--- src/rtl/mem_bist_pkg.sv ---
`default_nettype none
// ---------------------------------------------------------------------------
// mem_bist_pkg : shared types and the March C- element table for mem_bist_ctrl
// Revision     : 1.0
// ---------------------------------------------------------------------------
package mem_bist_pkg;

    typedef enum logic [1:0] {
        ST_IDLE  = 2'd0,
        ST_RUN   = 2'd1,
        ST_CHECK = 2'd2
    } state_t;

    localparam int unsigned NUM_ELEMS = 6;
    localparam logic [2:0]  LAST_ELEM = 3'(NUM_ELEMS - 1);

    // Polarity bits: 0 selects the background, 1 its complement.
    typedef struct packed {
        logic down;
        logic has_rd;
        logic rd_pol;
        logic has_wr;
        logic wr_pol;
    } elem_desc_t;

    localparam elem_desc_t ELEM_TABLE [NUM_ELEMS] = '{
        '{down: 1'b0, has_rd: 1'b0, rd_pol: 1'b0, has_wr: 1'b1, wr_pol: 1'b0},
        '{down: 1'b0, has_rd: 1'b1, rd_pol: 1'b0, has_wr: 1'b1, wr_pol: 1'b1},
        '{down: 1'b0, has_rd: 1'b1, rd_pol: 1'b1, has_wr: 1'b1, wr_pol: 1'b0},
        '{down: 1'b1, has_rd: 1'b1, rd_pol: 1'b0, has_wr: 1'b1, wr_pol: 1'b1},
        '{down: 1'b1, has_rd: 1'b1, rd_pol: 1'b1, has_wr: 1'b1, wr_pol: 1'b0},
        '{down: 1'b0, has_rd: 1'b1, rd_pol: 1'b0, has_wr: 1'b0, wr_pol: 1'b0}
    };

    function automatic elem_desc_t elem_desc(input logic [2:0] idx);
        elem_desc_t d;
        d = '0;
        if (idx <= LAST_ELEM) begin
            d = ELEM_TABLE[idx];
        end
        return d;
    endfunction

endpackage
`default_nettype wire

--- src/rtl/mem_bist_ctrl_if.sv ---
`default_nettype none
// ---------------------------------------------------------------------------
// mem_bist_ctrl_if : single-port synchronous RAM access bus driven by the BIST
// Revision         : 1.0
// ---------------------------------------------------------------------------
interface mem_bist_ctrl_if #(
    parameter int ADDR_WIDTH = 4,
    parameter int DATA_WIDTH = 8
);
    logic                  mem_en;
    logic                  mem_we;
    logic [ADDR_WIDTH-1:0] mem_addr;
    logic [DATA_WIDTH-1:0] mem_wdata;
    logic [DATA_WIDTH-1:0] mem_rdata;

    modport master (
        output mem_en,
        output mem_we,
        output mem_addr,
        output mem_wdata,
        input  mem_rdata
    );

    modport slave (
        input  mem_en,
        input  mem_we,
        input  mem_addr,
        input  mem_wdata,
        output mem_rdata
    );
endinterface
`default_nettype wire

--- src/rtl/mem_bist_ctrl.sv ---
`default_nettype none
// ---------------------------------------------------------------------------
// mem_bist_ctrl : March C- BIST sequencer with pipelined read-data compare
// Revision      : 1.0
// ---------------------------------------------------------------------------
module mem_bist_ctrl
    import mem_bist_pkg::*;
#(
    parameter int MEM_DEPTH      = 16,
    parameter int MEM_ADDR_WIDTH = 4,
    parameter int DATA_WIDTH     = 8
) (
    input  wire logic                      clk,
    input  wire logic                      rst_n,
    input  wire logic                      start,
    input  wire logic                      abort,
    input  wire logic [DATA_WIDTH-1:0]     bg_pattern,
    output logic                           busy,
    output logic                           done,
    output logic                           fail,
    output logic [MEM_ADDR_WIDTH-1:0]      fail_addr,
    output logic [2:0]                     fail_elem,
    output logic [3:0]                     fail_count,
    mem_bist_ctrl_if.master                mem
);

    localparam logic [MEM_ADDR_WIDTH-1:0] ADDR_LAST = MEM_ADDR_WIDTH'(MEM_DEPTH - 1);
    localparam logic [MEM_ADDR_WIDTH-1:0] ADDR_ONE  = MEM_ADDR_WIDTH'(1);

    state_t                    state, state_next;
    logic [2:0]                elem;
    logic [MEM_ADDR_WIDTH-1:0] addr;
    logic                      phase;
    logic [DATA_WIDTH-1:0]     bg;

    logic                      cmp_valid;
    logic [DATA_WIDTH-1:0]     cmp_exp;
    logic [MEM_ADDR_WIDTH-1:0] cmp_addr;
    logic [2:0]                cmp_elem;

    elem_desc_t                desc;
    logic                      op_rd, op_wr;
    logic                      addr_done, elem_end;
    logic                      start_pass, abort_pass, finish_pass, pass_end;
    logic                      miscmp;
    logic [DATA_WIDTH-1:0]     rd_val, wr_val;

    assign desc      = elem_desc(elem);
    assign op_rd     = desc.has_rd && !phase;
    assign op_wr     = (state == ST_RUN) && !op_rd;
    // An address is finished once its last op (read-only, write-only or the write of a pair) issues.
    assign addr_done = !(desc.has_rd && desc.has_wr && !phase);
    assign elem_end  = addr_done && (desc.down ? (addr == '0) : (addr == ADDR_LAST));
    assign pass_end  = elem_end && (elem == LAST_ELEM);
    assign rd_val    = desc.rd_pol ? ~bg : bg;
    assign wr_val    = desc.wr_pol ? ~bg : bg;
    assign miscmp    = cmp_valid && (mem.mem_rdata != cmp_exp);

    always_ff @(posedge clk or negedge rst_n) begin
        if (!rst_n) begin
            state <= ST_IDLE;
        end else begin
            state <= state_next;
        end
    end

    always_comb begin
        state_next  = state;
        start_pass  = 1'b0;
        abort_pass  = 1'b0;
        finish_pass = 1'b0;
        case (state)
            ST_IDLE: begin
                if (start && !abort) begin
                    state_next = ST_RUN;
                    start_pass = 1'b1;
                end
            end
            ST_RUN: begin
                if (abort) begin
                    state_next = ST_IDLE;
                    abort_pass = 1'b1;
                end else if (pass_end) begin
                    state_next = ST_CHECK;
                end
            end
            ST_CHECK: begin
                state_next  = ST_IDLE;
                abort_pass  = abort;
                finish_pass = !abort;
            end
            default: state_next = ST_IDLE;
        endcase
    end

    always_ff @(posedge clk or negedge rst_n) begin
        if (!rst_n) begin
            elem       <= '0;
            addr       <= '0;
            phase      <= 1'b0;
            bg         <= '0;
            done       <= 1'b0;
            fail       <= 1'b0;
            fail_addr  <= '0;
            fail_elem  <= '0;
            fail_count <= '0;
            cmp_valid  <= 1'b0;
            cmp_exp    <= '0;
            cmp_addr   <= '0;
            cmp_elem   <= '0;
        end else begin
            cmp_valid <= (state == ST_RUN) && !abort && op_rd;
            if (op_rd) begin
                cmp_exp  <= rd_val;
                cmp_addr <= addr;
                cmp_elem <= elem;
            end

            if (start_pass) begin
                bg         <= bg_pattern;
                elem       <= '0;
                addr       <= '0;
                phase      <= 1'b0;
                done       <= 1'b0;
                fail       <= 1'b0;
                fail_addr  <= '0;
                fail_elem  <= '0;
                fail_count <= '0;
            end else begin
                if (abort_pass) begin
                    done <= 1'b0;
                end else if (finish_pass) begin
                    done <= 1'b1;
                end

                if (miscmp && !abort_pass) begin
                    fail <= 1'b1;
                    if (fail_count != 4'hF) begin
                        fail_count <= fail_count + 4'd1;
                    end
                    if (!fail) begin
                        fail_addr <= cmp_addr;
                        fail_elem <= cmp_elem;
                    end
                end

                // The counters freeze on the final op so mem_addr keeps the last address.
                if (state == ST_RUN && !abort && !pass_end) begin
                    if (!addr_done) begin
                        phase <= 1'b1;
                    end else begin
                        phase <= 1'b0;
                        if (elem_end) begin
                            elem <= elem + 3'd1;
                            addr <= elem_desc(elem + 3'd1).down ? ADDR_LAST : '0;
                        end else begin
                            addr <= desc.down ? (addr - ADDR_ONE) : (addr + ADDR_ONE);
                        end
                    end
                end
            end
        end
    end

    assign busy          = (state != ST_IDLE);
    assign mem.mem_en    = (state == ST_RUN);
    assign mem.mem_we    = op_wr;
    assign mem.mem_addr  = addr;
    assign mem.mem_wdata = op_wr ? wr_val : '0;

endmodule
`default_nettype wire

--- src/flat_wrapper.sv ---
// flat-port wrapper written by rule: the top's interface ports become plain ports
module mem_bist_ctrl_flat import mem_bist_pkg::*;
#(
    parameter int MEM_DEPTH      = 16,
    parameter int MEM_ADDR_WIDTH = 4,
    parameter int DATA_WIDTH     = 8
)
  (clk, rst_n, start, abort, bg_pattern, busy, done, fail, fail_addr, fail_elem, fail_count, mem_mem_en, mem_mem_we, mem_mem_addr, mem_mem_wdata, mem_mem_rdata);
  mem_bist_ctrl_if #(.ADDR_WIDTH((4)), .DATA_WIDTH(DATA_WIDTH)) mem_i ();
  input  wire logic clk;
  input  wire logic rst_n;
  input  wire logic start;
  input  wire logic abort;
  input  wire logic [DATA_WIDTH-1:0] bg_pattern;
  output logic busy;
  output logic done;
  output logic fail;
  output logic [MEM_ADDR_WIDTH-1:0] fail_addr;
  output logic [2:0] fail_elem;
  output logic [3:0] fail_count;
  output wire logic [$bits(mem_i.mem_en)-1:0] mem_mem_en;
  output wire logic [$bits(mem_i.mem_we)-1:0] mem_mem_we;
  output wire logic [$bits(mem_i.mem_addr)-1:0] mem_mem_addr;
  output wire logic [$bits(mem_i.mem_wdata)-1:0] mem_mem_wdata;
  input wire logic [$bits(mem_i.mem_rdata)-1:0] mem_mem_rdata;
  assign mem_mem_en = mem_i.mem_en;
  assign mem_mem_we = mem_i.mem_we;
  assign mem_mem_addr = mem_i.mem_addr;
  assign mem_mem_wdata = mem_i.mem_wdata;
  assign mem_i.mem_rdata = mem_mem_rdata;
  mem_bist_ctrl #(.MEM_DEPTH(MEM_DEPTH), .MEM_ADDR_WIDTH(MEM_ADDR_WIDTH), .DATA_WIDTH(DATA_WIDTH)) u_core (.clk(clk), .rst_n(rst_n), .start(start), .abort(abort), .bg_pattern(bg_pattern), .busy(busy), .done(done), .fail(fail), .fail_addr(fail_addr), .fail_elem(fail_elem), .fail_count(fail_count), .mem(mem_i));
endmodule
--- config.mk ---
export PLATFORM = sky130hd
export DESIGN_NAME = mem_bist_ctrl_flat
export DESIGN_NICKNAME = d
export VERILOG_FILES = /design/src/rtl/mem_bist_pkg.sv /design/src/rtl/mem_bist_ctrl_if.sv /design/src/rtl/mem_bist_ctrl.sv /design/src/flat_wrapper.sv
export SDC_FILE = /design/constraint.sdc
export NUM_CORES = 1
export LEC_CHECK = 0
export CORE_ASPECT_RATIO = 1.1
export CORE_UTILIZATION = 56
export DETAILED_ROUTE_END_ITERATION = 8
export PLACE_DENSITY_LB_ADDON = 0.3
export SLEW_MARGIN = 25
export SYNTH_ARGS = -nofsm -noshare
export SYNTH_HDL_FRONTEND = slang
export SYNTH_SLANG_ARGS = --single-unit
--- constraint.sdc ---
create_clock -name clk -period 4.9 [get_ports clk]
set_input_delay 0.98 -clock clk [delete_from_list [all_inputs] [get_ports clk]]
set_output_delay 0.98 -clock clk [all_outputs]
set_load 0.1 [all_outputs]
==> results.toml <==
[run_status]
status = "complete, no violations"

[worst_setup_path]
cp.required_ns = 3.92
cp.arrival_ns = 2.21
rrSetupSlack_ns = 2.46
worstPathBufferInverterCount = 3
timing.critical_path.max_delay_family = "buffers and inverters"
crit_fanout = 3
path_cells = "inv_1 -> ha_1 -> inv_1 -> clkdlybuf4s50_1"
end_kind = "output port"
worst_path_most_repeated_cell = "inv_1"
criticalPathCategory = "register to output port"
worst_r2r_path_depth = 11
crit_path_start_kind = "register"
r2r-start = "u_core.elem[1]"
cpPeakStageDelay_ns = 1.14
crit_slowest_cell = "clkdlybuf4s50_1"
r2r-end = "u_core.mem.mem_addr[3]"

[job]
maxCapViolCount = 0

[sta]
hold_violations = 0
fmax_mhz = 313
max_slew.worst_pin.slew_ns = 0.977
slew_headroom = 0.346
period_minus_slack_ns = 3.19
fin_skew_ns = 0.0120
setup_tns_ns = 0
drv_slew = 0
grt_setup_unrepaired = "no"
setup_ws_ns = 1.71
fin_crit_sh = 0.651
whs_ns = 0.486
finalSetupViolCount = 0

[cells_and_area]
num_antenna_cells = 0
drive_gt1_frac = 0.156
nets = 324
final_area_sq_um = 3140
area_delta_synth_final_pct = 23.6
fillCellCount = 331

[grt]
antenna_found_initial = 0
grt_busiest_layer = "met2"
met2_usage = 0.346
use_met1 = 0.289
grt-ovfl-total = 0
grt_pass1_wl_microns = 7910
grt_use_met3 = 0.0672
grt_usage = 0.220
grt_max_degree = 48
grt_pass1_vias = 1739

[placed_design]
place_area_sq_um = 3040
dp_hpwl_microns = 3480
numPortBuffers = 47
gp_congestion = 0.883
post-place-ws_ns = 2.03

[yosys]
yosysWarnings = 0
ys_types = 42
syn_inst = 244
synth.yosys.seq_area_share = 0.462
synth_nets = 274
synth.ff_latch_count = 47
syn_avg_cell_area_sq_um = 10.4
netlist_area_sq_um = 2540

[min_path]
hold_path.class = "register to register"
hp-start = "u_core.cmp_elem[1]"
hold-path-endpoint = "u_core.cmp_elem[1]"
hold_depth = 2

[clock_tree]
post_cts_resize_count = 0
cts_setup_buffers = 0
clock-sinks = 47
h-tree-depth = 2
cts_tree = "done"
numCtsBuffers = 5
cts_root_buf = "clkbuf_8"
cts_max_path_buffers = 2
ctsHoldBuffers = 0
path_clk_slew_ns = 0.09
clock_latency_ns = 0.31

[pwr]
power_density_nw_per_um2 = 448
leakagePower_nw = 1.38
irDropWorstVdd_uv = 475

[detailed_routing]
drc = 0
vias_per_cell = 5.34
first_pass_iters = 4
dr_total_vias = 1862
drt_iter0_drc = 109
ant_nets = 0
avgRoutedWirePerCell_microns = 13.5
wl_microns = 4700

[die]
die-height_microns = 72.7
die-area_sq_um = 4820
start_util = 0.589
pin_count = 48
die_x_microns = 66.3
core-area_sq_um = 4320
rows = 25
metrics by stage:
stage / power (W) / std cells / util
after floorplan: 0.00103 / 244 / -
after global placement: 0.00116 / 341 / 0.703
after detailed placement: 0.00116 / 341 / 0.703
after CTS: 0.00141 / 349 / 0.728
after global routing: 0.00148 / 349 / 0.728
final: 0.00141 / 349 / 0.728
worst register-to-register path, cell delays in order (launching register included):
cell	delay, ns
dfrtp_1	0.41
inv_1	0.11
ha_1	0.22
nor2b_1	0.25
o22ai_2	0.20
ha_1	0.36
o21ai_0	0.09
nand2b_1	0.07
mux2_2	0.27
a2bb2oi_1	0.13
a21boi_0	0.17
a21o_1	0.10
worst max path at each step:
| stage | start | to | slack (ns) | cells past startpoint |
|---|---|---|---|---|
| after floorplan | u_core.state[1] | mem_mem_wdata[0] | 0.91 | 4 |
| final | u_core.state[0] | busy | 1.71 | 4 |
| after detailed placement | u_core.state[1] | mem_mem_en | 2.03 | 3 |
| after global placement | u_core.state[0] | busy | 2.09 | 4 |
| after global routing | u_core.elem[1] | mem_mem_wdata[5] | 1.58 | 8 |
| after CTS | u_core.state[1] | mem_mem_en | 1.70 | 3 |
where the power goes:
part	internal, W	switching, W
Sequential	0.000435	0.0000651
Combinational	0.000191	0.000464
Clock	0.000128	0.000125
Total	0.000754	0.000654
cells in the final DEF, fill, tap and decap left out, types with 5 or more instances in the layout:
| master | Yosys | final |
|---|---|---|
| ha_1 | 10 | 10 |
| mux2i_1 | 10 | 10 |
| buf_4 | 1 | 12 |
| inv_1 | 12 | 12 |
| nand2_1 | 21 | 21 |
| o21ai_0 | 16 | 16 |
| clkdlybuf4s50_1 | 0 | 37 |
| nor2_1 | 27 | 26 |
| mux2_2 | 13 | 13 |
| clkbuf_8 | 0 | 7 |
| dfrtp_1 | 47 | 47 |
| xor2_1 | 11 | 11 |
| a21oi_1 | 8 | 8 |
| xnor2_1 | 19 | 19 |
| nand2b_1 | 5 | 5 |
sequential cells by signal, summed over array words and instances (netlist names):
register and flops:
u_core.cmp_addr 4, u_core.phase 1, u_core.bg 8, u_core.cmp_valid 1, u_core.cmp_exp 8, u_core.cmp_elem 3, u_core.fail_count 4, u_core.fail_addr 4
u_core.state 2, u_core.done 1, u_core.fail 1, u_core.mem.mem_addr 4, u_core.elem 3, u_core.fail_elem 3
layout make-up:
cell class,count,area (sq um),share of cell area
multi-input combinational,179,1290,0.410
sequential,47,1180,0.374
timing repair buffer,49,460,0.146
clock buffer,7,96.3,0.0307
tap,54,67.6,0.0215
inverter,12,45.0,0.0143
clock inverter,1,7.51,0.00239
Yosys cell counts, drive strengths merged:
library cell,instances,area (sq um)
ha,10,125
nor2b,4,25.0
nand3,2,10.0
or3,1,6.26
buf,3,23.8
o211ai,2,15.0
nand2b,5,31.3
a31o,1,8.76
a2bb2oi,1,8.76
a21oi,9,48.8
xnor2,19,166
clkbuf,3,11.3
or4,1,11.3
mux2,14,161
nor4,1,21.3
o22ai,3,25.0
nand2,21,78.8
a22o,3,27.5
a21o,3,22.5
a211o,1,8.76
a31oi,1,6.26
nor2,30,120
a21boi,1,7.51
dfrtp,47,1180
inv,12,45.0
nand4,3,18.8
and2,1,6.26
mux2i,10,100
xor2,11,96.3
nor3,2,21.3
o21ai,16,80.1
o2bb2ai,1,8.76
a211oi,2,20.0
cell families (layout without fill, tap and decap cells):
family / after synthesis / after routing / share of synthesized area
AOI/OAI and AO/OA: 44 / 44 / 0.113
xor gates and xnor gates: 30 / 30 / 0.103
adders and majority gates: 10 / 10 / 0.0492
buffers and inverters: 18 / 69 / 0.0315
DFF: 47 / 47 / 0.462
muxes: 24 / 24 / 0.103
and+or+nand+nor: 71 / 71 / 0.138
per-layer routing:
metal / vias to the layer above / routed length [microns]
met5: - / 0
met2: 34 / 2280
li1: 923 / -
met3: 8 / 165
met1: 897 / 2170
met4: 0 / 86
No activity file was read; power rests on OpenSTA's default activity.
